### config.mk
export PLATFORM = sky130hd
export DESIGN_NAME = reg_file_mp
export DESIGN_NICKNAME = d
export VERILOG_FILES = /design/src/rtl/reg_file_mp.sv
export SDC_FILE = /design/constraint.sdc
export NUM_CORES = 2
export LEC_CHECK = 0
export CORE_UTILIZATION = 68
export DETAILED_ROUTE_END_ITERATION = 8
export PLACE_DENSITY_LB_ADDON = 0.08
export SYNTH_ARGS = -nofsm -noshare
export SYNTH_HDL_FRONTEND = slang
export SYNTH_SLANG_ARGS = --single-unit
export TNS_END_PERCENT = 10
### constraint.sdc
create_clock -name clk -period 10.29 [get_ports clk]
set_input_delay 1.029 -clock clk [delete_from_list [all_inputs] [get_ports clk]]
set_output_delay 1.029 -clock clk [all_outputs]
set_load 0.05 [all_outputs]
### src/rtl/reg_file_mp.sv
// Dual-write, dual-read register file with a swept clear engine.
// Ports: RA/RB->Bus_A/Bus_B reads, RW*/Bus_W*/reg_write* writes, clear_req/busy/ready.
module reg_file_mp #(
  parameter int DATA_W   = 32,
  parameter int ADDR_W   = 5,
  parameter bit ZERO_REG = 1'b1,
  parameter bit BYPASS   = 1'b1
) (
  input  logic              clk,
  input  logic              rst_n,
  input  logic [ADDR_W-1:0] RA,
  input  logic [ADDR_W-1:0] RB,
  output logic [DATA_W-1:0] Bus_A,
  output logic [DATA_W-1:0] Bus_B,
  input  logic [ADDR_W-1:0] RW0,
  input  logic [ADDR_W-1:0] RW1,
  input  logic [DATA_W-1:0] Bus_W0,
  input  logic [DATA_W-1:0] Bus_W1,
  input  logic              reg_write0,
  input  logic              reg_write1,
  input  logic              clear_req,
  output logic              busy,
  output logic              ready
);

  localparam int DEPTH = 1 << ADDR_W;

  localparam logic [0:0] IDLE  = 1'b0;
  localparam logic [0:0] CLEAR = 1'b1;

  logic [0:0]        state_q, state_d;
  logic [ADDR_W-1:0] cnt_q, cnt_d;
  logic [DATA_W-1:0] mem_q [DEPTH];

  logic we0, we1;
  logic [DATA_W-1:0] rd_a, rd_b;

  assign busy  = (state_q == CLEAR);
  assign ready = ~busy;

  // Reset parks the FSM in CLEAR so the array is swept after every reset.
  always_ff @(posedge clk or negedge rst_n) begin
    if (!rst_n) begin
      state_q <= CLEAR;
      cnt_q   <= '0;
    end else begin
      state_q <= state_d;
      cnt_q   <= cnt_d;
    end
  end

  always_comb begin
    state_d = state_q;
    cnt_d   = cnt_q;
    unique case (state_q)
      IDLE: begin
        if (clear_req) begin
          state_d = CLEAR;
          cnt_d   = '0;
        end
      end
      CLEAR: begin
        cnt_d = cnt_q + 1'b1;
        if (cnt_q == '1) state_d = IDLE;
      end
      default: state_d = IDLE;
    endcase
  end

  // Port 0 is dropped on an address collision so port 1 wins outright.
  always_comb begin
    we0 = ready & reg_write0;
    we1 = ready & reg_write1;
    if (ZERO_REG && RW0 == '0) we0 = 1'b0;
    if (ZERO_REG && RW1 == '0) we1 = 1'b0;
    if (we1 && RW1 == RW0) we0 = 1'b0;
  end

  // Storage has no reset; the sweep is the only zeroing path.
  always_ff @(posedge clk) begin
    if (rst_n) begin
      if (busy) begin
        mem_q[cnt_q] <= '0;
      end else begin
        if (we0) mem_q[RW0] <= Bus_W0;
        if (we1) mem_q[RW1] <= Bus_W1;
      end
    end
  end

  always_comb begin
    rd_a = mem_q[RA];
    rd_b = mem_q[RB];
    if (BYPASS) begin
      if (we0 && RW0 == RA) rd_a = Bus_W0;
      if (we1 && RW1 == RA) rd_a = Bus_W1;
      if (we0 && RW0 == RB) rd_b = Bus_W0;
      if (we1 && RW1 == RB) rd_b = Bus_W1;
    end
    if (busy || (ZERO_REG && RA == '0)) rd_a = '0;
    if (busy || (ZERO_REG && RB == '0)) rd_b = '0;
  end

  assign Bus_A = rd_a;
  assign Bus_B = rd_b;

endmodule

==> flow_metrics.py <==
metrics = {
    "outcome": {
        "status": "completed",
    },
    "yosys": {
        "synth_mux_area_share_pct": 18.4,
        "ys_ff_latch": 1030,
        "syn_area_per_cell_um2": 10.9,
        "syn_inst": 5546,
        "synth_compound_area_share_pct": 16.9,
        "synth_top_family_by_area": "multiplexers",
        "synthesis.area_mm2": 0.0603,
        "synth.yosys.seq_area_share_pct": 51.3,
        "yosys_warnings": 0,
        "async_flop_share_pct": 0.583,
        "yosysUniqueCellTypes": 48,
        "synthAdderAreaFrac_pct": 0.0415,
        "yosys_most_used_dff": "edfxtp_1",
        "synth-xor-area-share_pct": 0.392,
        "synth_edf_count": 1024,
        "synth_simple_gate_area_share_pct": 8.13,
        "synthesis.nets": 5637,
    },
    "placement": {
        "gp_congestion": 0.887,
        "dp_hpwl_um": 111000,
        "place_ws_ps": 3770,
        "place_area_mm2": 0.0620,
        "placed_cells": 6272,
        "numPortBuffers": 154,
    },
    "clock_network": {
        "cts_tree": "built",
        "cts.sinks": 1030,
        "path_clk_slew_ps": 60,
        "cts_hold_buf": 0,
        "insertion_delay_ps": 720,
        "post_cts_resized": 0,
        "cts_setup_buffers": 0,
        "numCtsBuffers": 110,
        "cts_buffer_depth": 3,
        "root_buffer": "clkbuf_16",
        "htreeDepth": 3,
    },
    "critical_path": {
        "rr_endpoint": "mem_q[14][2]",
        "critical_path_class": "primary input to primary output",
        "r2r_start": "busy",
        "cp_max_fo": 33,
        "start_kind": "primary input",
        "crit_arrival_ps": 5800,
        "critPathCaptureType": "primary output",
        "rr_worst_depth": 8,
        "rrSetupSlack_ps": 5780,
        "startpoint": "RW1[4]",
        "endpoint": "Bus_B[22]",
        "critPathRequiredTime_ps": 9260,
    },
    "layout": {
        "fin_util_pct": 75.2,
        "final_common_cell": "nand2_1",
        "fin_cells": 6480,
        "fill_cells": 5742,
        "drive_gt1_share_pct": 11.9,
        "area_growth_pct": 8.92,
        "nNetsFinal": 5320,
        "final_cell_mix": "nand2_1 (1162), edfxtp_1 (1024), o21ai_1 (934)",
        "final_area_mm2": 0.0656,
    },
    "global_route": {
        "grt_pass1_vias": 47900,
        "grt_overflow": 0,
        "grt_pass1_wl_um": 317000,
        "grt_use_total_pct": 49.3,
        "grt_max_degree": 121,
        "antenna_found_initial": 5,
    },
    "power": {
        "finalPower_mw": 11.0,
        "leakagePower_nw": 21.7,
        "vdd_drop_max_uv": 160,
        "powerDensity_mw_per_mm2": 168,
    },
    "timing": {
        "tightest_slew_ps": 1330,
        "finalHoldViolations": 0,
        "setup_violations": 0,
        "clock.fmax_ghz": 0.146,
        "hold_ws_ps": 592,
        "rsz0062_at_grt": "no",
        "drv_slew": 0,
        "fin_worst_skew_ps": 36.5,
        "slew_headroom_pct": 11.2,
        "fin_crit_sh_pct": 66.4,
        "setup_tns_ps": 0,
        "worst_slack_ps": 3460,
        "period_needed_ps": 6830,
    },
    "routing": {
        "wl_um": 222000,
        "vias": 50200,
        "drcViolationCount": 0,
        "first_pass_iters": 8,
        "drt_iter0_markers": 8791,
        "vias_per_cell": 7.75,
        "drt-wirelength-per-cell_um": 34.3,
        "antenna_left": 0,
    },
    "floorplanning": {
        "coreArea_mm2": 0.0873,
        "initial_utilization_pct": 69.0,
        "dieHeight_um": 300,
        "dieArea_mm2": 0.0898,
        "die_width_um": 300,
        "io_pins": 155,
        "floorplan.rows": 108,
    },
    "hold_path": {
        "hold_class": "flop to flop",
    },
    "run": {
        "maxCapViolations": 0,
    },
}
[how the worst min path moves through the flow]
stage / from / end / slack (ps) / depth (start not counted)
after floorplan: cnt_q[4] / busy / 520 / 2
after global placement: busy / busy / 570 / 2
after detailed placement: busy / busy / 590 / 2
after CTS: busy / busy / 590 / 2
after global routing: busy / busy / 640 / 1
final: busy / busy / 590 / 2
[worst max-delay path: stages]
cell             delay (ps)
clkdlybuf4s50_1         620
or2_1                   750
o31ai_4                 150
nor4_2                  300
buf_4                   660
a2111o_2                990
o21ai_0                 450
clkdlybuf4s50_1         810
[cells by family after synthesis]
group,Yosys count
compound gates,1726
simple gates,1256
flops,1030
mux,774
buf+inv,731
xor+xnor,27
fa+ha+maj,2
[flip-flops by register name, summed over array words and instances, names as in the netlist]
| name | count |
|---|---|
| mem_q | 1024 |
| busy | 1 |
| cnt_q | 5 |
[Yosys cell counts (all sizes together) (2+ instances only)]
| master | count | area [um2] |
|---|---|---|
| nand2b | 7 | 43.8 |
| nor3 | 10 | 65.1 |
| o21bai | 15 | 113 |
| nor3b | 7 | 63.8 |
| xor2 | 11 | 96.3 |
| mux2i | 502 | 5020 |
| mux2 | 4 | 45.0 |
| o21ai | 1123 | 5620 |
| nand3b | 5 | 37.5 |
| o31ai | 2 | 28.8 |
| dfrtp | 5 | 125 |
| and2 | 8 | 50.1 |
| nand2 | 1162 | 4360 |
| or2 | 4 | 25.0 |
| nand3 | 9 | 45.0 |
| inv | 37 | 139 |
| xnor2 | 16 | 140 |
| ha | 2 | 25.0 |
| nor4 | 2 | 12.5 |
| o221ai | 310 | 2720 |
| o22ai | 80 | 500 |
| or3 | 2 | 12.5 |
| edfxtp | 1024 | 30700 |
| buf | 208 | 975 |
| nor2 | 30 | 113 |
| clkbuf | 485 | 1820 |
| a22oi | 64 | 480 |
| mux4 | 268 | 6040 |
| and3 | 6 | 37.5 |
| a21oi | 125 | 626 |
| nor2b | 3 | 18.8 |
| a2111o | 2 | 22.5 |
[power breakdown]
part           internal (mW)  switching (mW)  total, mW
clock network           2.38            1.72       4.11
logic                  0.586            1.23       1.82
registers               4.93           0.148       5.08
[cell type report]
class,count,area (um2),area share [%]
Tap cell,1155,1450,2.20
Timing Repair Buffer,264,2430,3.70
Antenna cell,5,12.5,0.0191
Clock buffer,145,2990,4.56
Multi-Input combinational cell,3785,27100,41.2
Sequential cell,1030,30900,47.1
Inverter,38,148,0.225
Clock inverter,58,642,0.978
[per-layer routing]
layer  vias up  wire length [um]  GRT usage, %
li1      20500                 -             -
met1     23200             67700          61.6
met2      5030             95200          72.4
met3      1412             39100          15.7
met4         4             20400          36.7
met5         -                23             0
Note: power is estimated with default switching activity, not from simulation.
